==> config.mk <==
export PLATFORM = sky130hd
export DESIGN_NAME = cla_divider
export DESIGN_NICKNAME = d
export VERILOG_FILES = /design/src/rtl/cla_divider.sv
export SDC_FILE = /design/constraint.sdc
export NUM_CORES = 1
export LEC_CHECK = 0
export BUFFER_PORTS_ARGS = -buffer_cell sky130_fd_sc_hd__buf_2
export CAP_MARGIN = 40
export CORE_UTILIZATION = 25
export DETAILED_ROUTE_END_ITERATION = 8
export PLACE_DENSITY = 0.49
export SLEW_MARGIN = 20
export SYNTH_ARGS = -nofsm -noshare
export SYNTH_HDL_FRONTEND = slang
export SYNTH_HIERARCHICAL = 1
export SYNTH_SLANG_ARGS = --single-unit
==> constraint.sdc <==
create_clock -name clk -period 2.8 [get_ports clk]
set_input_delay 0.28 -clock clk [delete_from_list [all_inputs] [get_ports clk]]
set_output_delay 0.28 -clock clk [all_outputs]
set_load 0.02 [all_outputs]
==> src/rtl/cla_divider.sv <==
// Sequential 8-bit by 4-bit unsigned restoring divider with valid/ready on both sides.
// Every trial subtraction R + ~D + 1 goes through one ReversibleCLA8bit instance.

module reversible_cla4 (
  input  logic [3:0] a,
  input  logic [3:0] b,
  input  logic       cin,
  output logic [3:0] sum,
  output logic       cout
);
  logic [3:0] p;
  logic [3:0] g;
  logic [3:0] c;

  assign p = a ^ b;
  assign g = a & b;

  assign c[0] = cin;
  assign c[1] = g[0] | (p[0] & cin);
  assign c[2] = g[1] | (p[1] & g[0]) | (p[1] & p[0] & cin);
  assign c[3] = g[2] | (p[2] & g[1]) | (p[2] & p[1] & g[0]) | (p[2] & p[1] & p[0] & cin);
  assign cout = g[3] | (p[3] & g[2]) | (p[3] & p[2] & g[1]) | (p[3] & p[2] & p[1] & g[0])
              | (p[3] & p[2] & p[1] & p[0] & cin);

  assign sum = p ^ c;
endmodule

module ReversibleCLA8bit (
  input  logic [7:0] a,
  input  logic [7:0] b,
  input  logic       cin,
  output logic [7:0] sum,
  output logic       cout
);
  logic [2:0] carry;

  assign carry[0] = cin;

  // Two lookahead nibbles, rippled through the inter-stage carry.
  for (genvar gi = 0; gi < 2; gi++) begin : g_stage
    reversible_cla4 u_cla4 (
      .a    (a[gi*4 +: 4]),
      .b    (b[gi*4 +: 4]),
      .cin  (carry[gi]),
      .sum  (sum[gi*4 +: 4]),
      .cout (carry[gi+1])
    );
  end

  assign cout = carry[2];
endmodule

module cla_divider (
  input  logic       clk,
  input  logic       rst_n,
  input  logic       in_valid,
  output logic       in_ready,
  input  logic [7:0] dividend,
  input  logic [3:0] divisor,
  output logic       out_valid,
  input  logic       out_ready,
  output logic [7:0] quotient,
  output logic [3:0] remainder,
  output logic       div_by_zero
);
  typedef enum logic [1:0] {IDLE, RUN, DONE} state_t;

  state_t     state_reg;
  logic [2:0] cnt_reg;
  logic [7:0] q_reg;
  logic [7:0] r_reg;
  logic [7:0] d_reg;
  logic [7:0] quotient_reg;
  logic [3:0] remainder_reg;
  logic       dbz_reg;
  logic       in_ready_reg;
  logic       out_valid_reg;

  logic [7:0] trial;
  logic [7:0] diff;
  logic       no_borrow;
  logic [7:0] r_next;
  logic [7:0] q_next;

  assign trial = {r_reg[6:0], q_reg[7]};

  ReversibleCLA8bit u_cla (
    .a    (trial),
    .b    (~d_reg),
    .cin  (1'b1),
    .sum  (diff),
    .cout (no_borrow)
  );

  assign r_next = no_borrow ? diff : trial;
  assign q_next = {q_reg[6:0], no_borrow};

  always_ff @(posedge clk or negedge rst_n) begin
    if (!rst_n) begin
      state_reg     <= IDLE;
      cnt_reg       <= 3'd0;
      q_reg         <= 8'h00;
      r_reg         <= 8'h00;
      d_reg         <= 8'h00;
      quotient_reg  <= 8'h00;
      remainder_reg <= 4'h0;
      dbz_reg       <= 1'b0;
      in_ready_reg  <= 1'b1;
      out_valid_reg <= 1'b0;
    end else begin
      case (state_reg)
        IDLE: begin
          if (in_valid) begin
            d_reg        <= {4'b0000, divisor};
            q_reg        <= dividend;
            r_reg        <= 8'h00;
            cnt_reg      <= 3'd0;
            dbz_reg      <= (divisor == 4'h0);
            in_ready_reg <= 1'b0;
            state_reg    <= RUN;
          end
        end
        RUN: begin
          // A zero divisor spends exactly one cycle here so its result lands one edge after accept.
          if (dbz_reg) begin
            quotient_reg  <= 8'hFF;
            remainder_reg <= 4'h0;
            out_valid_reg <= 1'b1;
            state_reg     <= DONE;
          end else begin
            r_reg   <= r_next;
            q_reg   <= q_next;
            cnt_reg <= cnt_reg + 3'd1;
            if (cnt_reg == 3'd7) begin
              quotient_reg  <= q_next;
              remainder_reg <= r_next[3:0];
              out_valid_reg <= 1'b1;
              state_reg     <= DONE;
            end
          end
        end
        DONE: begin
          if (out_ready) begin
            out_valid_reg <= 1'b0;
            in_ready_reg  <= 1'b1;
            state_reg     <= IDLE;
          end
        end
        default: begin
          state_reg     <= IDLE;
          in_ready_reg  <= 1'b1;
          out_valid_reg <= 1'b0;
        end
      endcase
    end
  end

  assign in_ready    = in_ready_reg;
  assign out_valid   = out_valid_reg;
  assign quotient    = quotient_reg;
  assign remainder   = remainder_reg;
  assign div_by_zero = dbz_reg;
endmodule

# Word-level counts from Yosys, hierarchy flattened
# Cells that the tools add are included.
# Widths: inputs -> output; s select.
# word_totals
regBits	39
output_inout_bits	15
word_cells	103
# classes
n_addsub	1
eq_ne	7
mux	26
bitwise	49
reduce_logical	10
# ops
cell	count
$mux 8	4
$and 1x1->1	23
$mux 7	3
$or 1x1->1	17
$pmux 8 s2	1
$pmux 7 s2	1
$reduce_and 3->1	4
$xor 4x4->4	3
$and 4x4->4	2
$mux 2	4
$mux 4	2
$not 4->8	1
$mux 3	2
$ne 2x2->1 const B	3
$pmux 1 s3	2
$pmux 2 s3	1
$pmux 3 s2	1
$mux 1	5
$logic_not 4->1	1
$reduce_and 2->1	2
$reduce_bool 2->1	2
$add 3x1->3 const B	1
$eq 3x3->1 const B	1
$ne 3x3->1 const B	1
other kinds (5)	6

# Depth between registers and ports, before layout
# Gate-level depths: netlist (run 1).
# logic_depth
depth_word	13
ltp_mapped	12

# By module
# Netlist (run 1), hierarchy kept.
# modules_own_cells
mod	instances	cells_per_inst	area_each_um2	seq_area_each_um2
cla_divider	1	160	1734.2	977.2
reversible_cla4 at u_cla.g_stage[0].u_cla4	1	17	147.6	0.0
reversible_cla4 at u_cla.g_stage[1].u_cla4	1	13	132.6	0.0

# Worst setup path before layout (run 1)
# OpenSTA, ideal clock, no wires.
# synth_timing
path_kind	reg-to-reg
from	register q_reg[7]
to	register remainder_reg[0], in the netlist remainder[0]
arrival_time_ns	2.463
required_time_ns	2.679
path_slack_ns	0.216
path_stages_with_launch	12
n_path_buf	1
path_cell_list	dfrtp_1 ha_1 a21o_1 a31o_1 a21o_1 a21o_1 a31o_1 a21o_1 clkbuf_1 mux2i_1 nor2_1 a22o_1
# synth_via
elab_chain_cells	9
elab_cells_between_ends	12
# synth_rtl
element	line	source
start, declared	70	logic [7:0] q_reg;
start signal, assigned	115	q_reg <= dividend;
start signal, assigned	132	q_reg <= q_next;
$and 4x4->4	16	assign g = a & b;
$and 1x1->1	22	assign cout = g[3] | (p[3] & g[2]) | (p[3] & p[2] & g[1]) | (p[3] & p[2] & p[1] & g[0])
$or 1x1->1	22	
$or 1x1->1 (*)	23	| (p[3] & p[2] & p[1] & p[0] & cin);
via u_cla.carry[1]	35	logic [2:0] carry;
$and 1x1->1 (*)	23	
$or 1x1->1 (*)	23	
via no_borrow	81	logic no_borrow;
$mux 7 (*)	95	assign r_next = no_borrow ? diff : trial;
$mux 4 (*)	134	if (cnt_reg == 3'd7) begin
$mux 4 (*)	125	if (dbz_reg) begin
end signal, assigned	136	remainder_reg <= r_next[3:0];
end, declared	74	logic [3:0] remainder_reg;
# The timed path passes the listed nets; every way through them passes the cells marked *. The select of a mux whose other input is x is not followed.
# A chain may end at the register's enable or synchronous reset.

# Final worst setup path (run 1)
# layout_timing
from	register r_reg[1]
to	register remainder_reg[0], in the netlist remainder[0]
# layout_via
elab_chain_cells	11
elab_cells_between_ends	17
# layout_rtl
element	line	source
start, declared	71	logic [7:0] r_reg;
start signal, assigned	131	r_reg <= r_next;
$and 4x4->4 / $xor 4x4->4 (equally long branches)	16, 15	
$and 1x1->1, on equally long branches	22, 23	
$or 1x1->1 (tied with other cells)	22	
$or 1x1->1 / $and 1x1->1 (equally long branches)	22	
$or 1x1->1	22	
$or 1x1->1 (*)	23	
via u_cla.carry[1]	35	
$and 1x1->1 (*)	23	
$or 1x1->1 (*)	23	
via no_borrow	81	
$mux 7 (*)	95	
$mux 4 (*)	134	
$mux 4 (*)	125	
# Marks and branches as above.

==> run metrics, run 1 <==
H-tree levels 2; slew margin rel. 0.588; layout cell share with drive strength beyond 1 0.222; RSZ-0062 raised after global routing false; routed wire length about 4300 µm; crit path kind flop to flop; first-pass GRT wire length around 7400 µm; Final Setup Violations 0; Worst-path clk slew 0.08 ns; worst setup margin 0.176 ns; Initial Util 0.260; HP Class primary input to flop; clock network latency to the later pin of the worst-skew pair around 0.30 ns; sw power roughly 1.2 mW; flop-to-flop setup slack 0.18 ns; n_diodes 0; clock power share 0.138; DRC errors left 0; Gate power share 0.508; # port buffers 30; CP Capture Type flop; max-cap viol count 0; core area around 0.0077 mm²; Total Die Area roughly 0.0084 mm²; Fin Clk Skew 0.00835 ns; pin count of the biggest net entering global routing 24; CP max FO 9; Final nets 252; post-CTS setup buffer count 0; CTS tree yes; worst-margin pin slew 0.618 ns; num rows 32; remaining antenna violation count after routing 0; Pleak 1.20 nW; Post-DP Area 0.00227 mm²; synthesis-to-finish area growth 18.0%; Max rail drop VDD 0.000451 V; CTS Buffer Depth 2; switching share of power 0.424; Detailed Place HPWL between 3000 and 4000 µm; Req. time, crit path about 3.0 ns; io pins 31; fin crit share 0.937; vias per cell 4.50; crit path DAT 2.82 ns; die width 91.6 µm; Die H 91.6 µm; syn_area_per_cell 10.6 µm²; Pre-antenna DRT Iters 4; status finished clean; total grt overflow 0; Routability Congestion 0.788; setup TNS 0 ns; initial antenna violation count 0; Mapped Area 0.00201 mm²; drt wl/cell 13.1 µm; Int Power 1.59 mW; Yosys Warn Count 6; minimum clock period 2.62 ns; fin. max-slew vios 0; Clock Sinks 39; DR vias 1,470; Fmax between 300 and 400 MHz; Cell Pwr Density 1170 mW/mm²; Fin. Hold Viols 0; crit start category flop; post-synthesis cell count about 190; CTS Buf Count 5; Sequential Power Share 0.354; Setup Slack @ Placement 0.119 ns; initial DRC count 41; vias in the first global route 1,492; Clock Tree Root clkbuf_8; gr usage total 0.114; post-layout instance area about 0.0024 mm²
critical path, cell delays in order (launching register included):
cell,delay (ns)
dfrtp_1,0.41
ha_1,0.35
a21o_1,0.19
a31o_1,0.21
a21o_1,0.21
a21o_1,0.17
a31o_1,0.22
a21o_2,0.31
mux2i_1,0.20
nor2_1,0.07
a22o_1,0.18
timing repair:
item	4_1_cts	5_1_grt
hold buffers	1	0
resized for setup	0	1
setup endpoints to repair	0	3
endpoints found under the hold margin	15	0
metal layers:
metal,GRT usage,up-vias,part of all wire
li1,-,730,-
met1,0.157,708,0.51
met2,0.172,30,0.44
met3,0.0377,2,0.047
met4,0.0238,0,0.0058
met5,0,-,0
final cells by class:
type	count	area, µm²
Timing Repair Buffer	34	195
Inverter	9	33.8
Multi-Input combinational cell	135	950
Fill cell	810	5360
Clock inverter	3	15.0
Sequential cell	39	977
Clock buffer	5	68.8
Tap cell	102	128
worst paths after layout:
kind	start	end	cells after the start
worst max-delay path	r_reg[1]$_DFFE_PN0P_	remainder[0]$_DFFE_PN0P_	10
worst min-delay path	divisor[0]	d_reg[0]$_DFFE_PN0P_	2
worst max register to register	r_reg[1]$_DFFE_PN0P_	remainder[0]$_DFFE_PN0P_	10
worst min register to register	quotient[6]$_DFFE_PN0P_	quotient[6]$_DFFE_PN0P_	2
max in group asynchronous	rst_n	cnt_reg[1]$_DFFE_PN0P_	3
min in group asynchronous	rst_n	r_reg[3]$_DFFE_PN0P_	2
cells in the final DEF (no fill, tap or decap), drive strengths merged, types with 2 or more instances in the layout:
cell type and instances:
inv 9, a21oi 3, nor2 16, o21ai 28, o31ai 3, mux2 4
or3b 2, a21o 10, xor2 2, ha 10, xnor2 3, a31o 2
a22o 6, fa 2, nand3 13, buf 33, dfrtp 38, clkinv 3
clkbuf 5, mux2i 15, nand2 4, conb 7
per-stage QoR:
step	utilization	cells	power (mW)	hold WS (ns)
global placement	0.291	317	2.40	0.477
CTS	0.306	327	2.80	0.219
detailed placement	0.294	318	2.41	0.253
floorplan	-	195	2.10	-0.0156
finish	0.306	327	2.76	0.227
global route	0.306	327	3.02	0.222
power by group through the flow:
| stage | clock network (mW) | registers (mW) | logic (mW) |
|---|---|---|---|
| after floorplan | 0 | 1.05 | 1.05 |
| after global placement | 0 | 0.983 | 1.41 |
| after detailed placement | 0 | 0.989 | 1.42 |
| after CTS | 0.396 | 0.980 | 1.43 |
| after global routing | 0.426 | 1.01 | 1.58 |
| final | 0.380 | 0.977 | 1.40 |
Note: power is estimated with default switching activity, not from simulation.
==> run 2, diff against run 1 <==
==> constraint.sdc (replaced) <==
create_clock -name clk -period 2.75 [get_ports clk]
set_input_delay 0.275 -clock clk [delete_from_list [all_inputs] [get_ports clk]]
set_output_delay 0.275 -clock clk [all_outputs]
set_load 0.02 [all_outputs]
==> run metrics, run 2 (same netlist as run 1, synthesis figures left out) <==
status finished clean; most frequent cells in the layout dfrtp_1, buf_2, o21ai_0; Cell Pwr Density about 1200 mW/mm²; Final Setup Violations 0; Max rail drop VDD 0.000461 V; Initial Util 0.260; H-tree levels 2; total grt overflow 0; HP Class primary input to flop; fin crit share 0.945; slew margin rel. 0.595; Clock Sinks 39; Tot Pwr between 2 and 3 mW; Pleak 1.20 nW; Storage cell area 977 µm²; crit path DAT between 2 and 3 ns; pin count of the biggest net entering global routing 25; Final nets 252; fin util 0.308; max-cap viol count 0; Routability Congestion 0.771; DRC errors left 0; core area 0.00773 mm²; Hold WS 0.228 ns; synthesis-to-finish area growth 18.7%; Placed Instances 318; DR vias 1,460; initial DRC count 67; CP max FO 9; n_diodes 0; vias per cell roughly 4.5; setup TNS 0 ns; Fmax 385 MHz; vias in the first global route 1,491; CTS tree yes; Post-DP Area 0.00227 mm²; fin cells 327; Pre-antenna DRT Iters 4; RSZ-0062 raised after global routing false; remaining antenna violation count after routing 0; CTS Buffer Depth 2; Req. time, crit path 2.93 ns; die width about 92 µm; worst-margin pin slew slightly above 0.6 ns; drt wl/cell 13.3 µm; # port buffers 30; num rows 32; minimum clock period 2.60 ns; Fin Clk Skew between 0.009 and 0.01 ns; crit start category flop; initial antenna violation count 0; first-pass GRT wire length 7400 µm; crit path kind flop to flop; gr usage total 0.113; layout cell share with drive strength beyond 1 0.218; io pins 31; routed wire length 4330 µm; post-layout instance area 0.00238 mm²; fin. max-slew vios 0; footprint of the multi-input gates 956 µm²; leading cell type in the layout, fill and taps excluded dfrtp_1; Fin. Hold Viols 0; Clock Tree Root clkbuf_8; Die H approximately 92 µm; Total Die Area 0.00839 mm²; clock network latency to the later pin of the worst-skew pair 0.29 ns; CP Capture Type flop; worst setup margin 0.152 ns; Setup Slack @ Placement between 0.07 and 0.08 ns; Worst-path clk slew 0.07 ns; fillers 801; CTS Buf Count 5; Detailed Place HPWL 3140 µm
==> run 2: changes by cell type in the layout (fill, tap and decap cells not counted) <==
| cell | previous run | this run |
|---|---|---|
| clkinv_2 | 3 | 1 |
| a21o_2 | 1 | 0 |
| a21o_4 | 0 | 1 |
| clkbuf_1 | 0 | 1 |
| clkbuf_8 | 5 | 6 |
==> run 2: worst paths after layout <==
path | slack [ns] | from | cells after the start | to
worst max-delay path | 0.15 | q_reg[7]$_DFFE_PN0P_ | 10 | remainder[0]$_DFFE_PN0P_
worst min-delay path | 0.23 | divisor[0] | 2 | d_reg[0]$_DFFE_PN0P_
worst max register to register | 0.15 | q_reg[7]$_DFFE_PN0P_ | 10 | remainder[0]$_DFFE_PN0P_
worst min register to register | 0.50 | cnt_reg[1]$_DFFE_PN0P_ | 1 | cnt_reg[1]$_DFFE_PN0P_
max in group asynchronous | 1.85 | rst_n | 3 | cnt_reg[0]$_DFFE_PN0P_
min in group asynchronous | 0.44 | rst_n | 2 | r_reg[3]$_DFFE_PN0P_
==> run 2: power by group <==
| group | switching [mW] | internal (mW) |
|---|---|---|
| registers | 0.168 | 0.825 |
| logic | 0.825 | 0.628 |
| clock network | 0.199 | 0.202 |
==> run 2: area by class of cell <==
cell class | instances | area share
Sequential cell | 39 | 0.410
Multi-Input combinational cell | 135 | 0.401
Timing Repair Buffer | 34 | 0.0820
Tap cell | 102 | 0.0536
Clock buffer | 7 | 0.0363
Inverter | 9 | 0.0142
Clock inverter | 1 | 0.00210
==> run 2: metal layers <==
metal  part of all wire  GRT usage  wire [µm]
met1               0.52      0.160       2260
met2               0.44      0.173       1900
met3              0.032     0.0235        138
met4             0.0083     0.0357         36
met5                  0          0          0
==> run 2: worst max-delay path, stage by stage (launching register included) <==
cell     delay, ns
dfrtp_1       0.41
ha_1          0.31
a21o_1        0.19
a31o_1        0.25
a21o_1        0.22
a21o_1        0.17
a31o_1        0.23
a21o_4        0.28
mux2i_1       0.17
nor2_1        0.08
a22o_1        0.18
==> run 2: timing repair <==
action | 4_1_cts | 5_1_grt
buffers inserted | 0 | 0
resized for setup | 0 | 2
hold buffers | 1 | 0
endpoints found under the hold margin | 14 | 0
endpoints found under the setup margin | 0 | 10
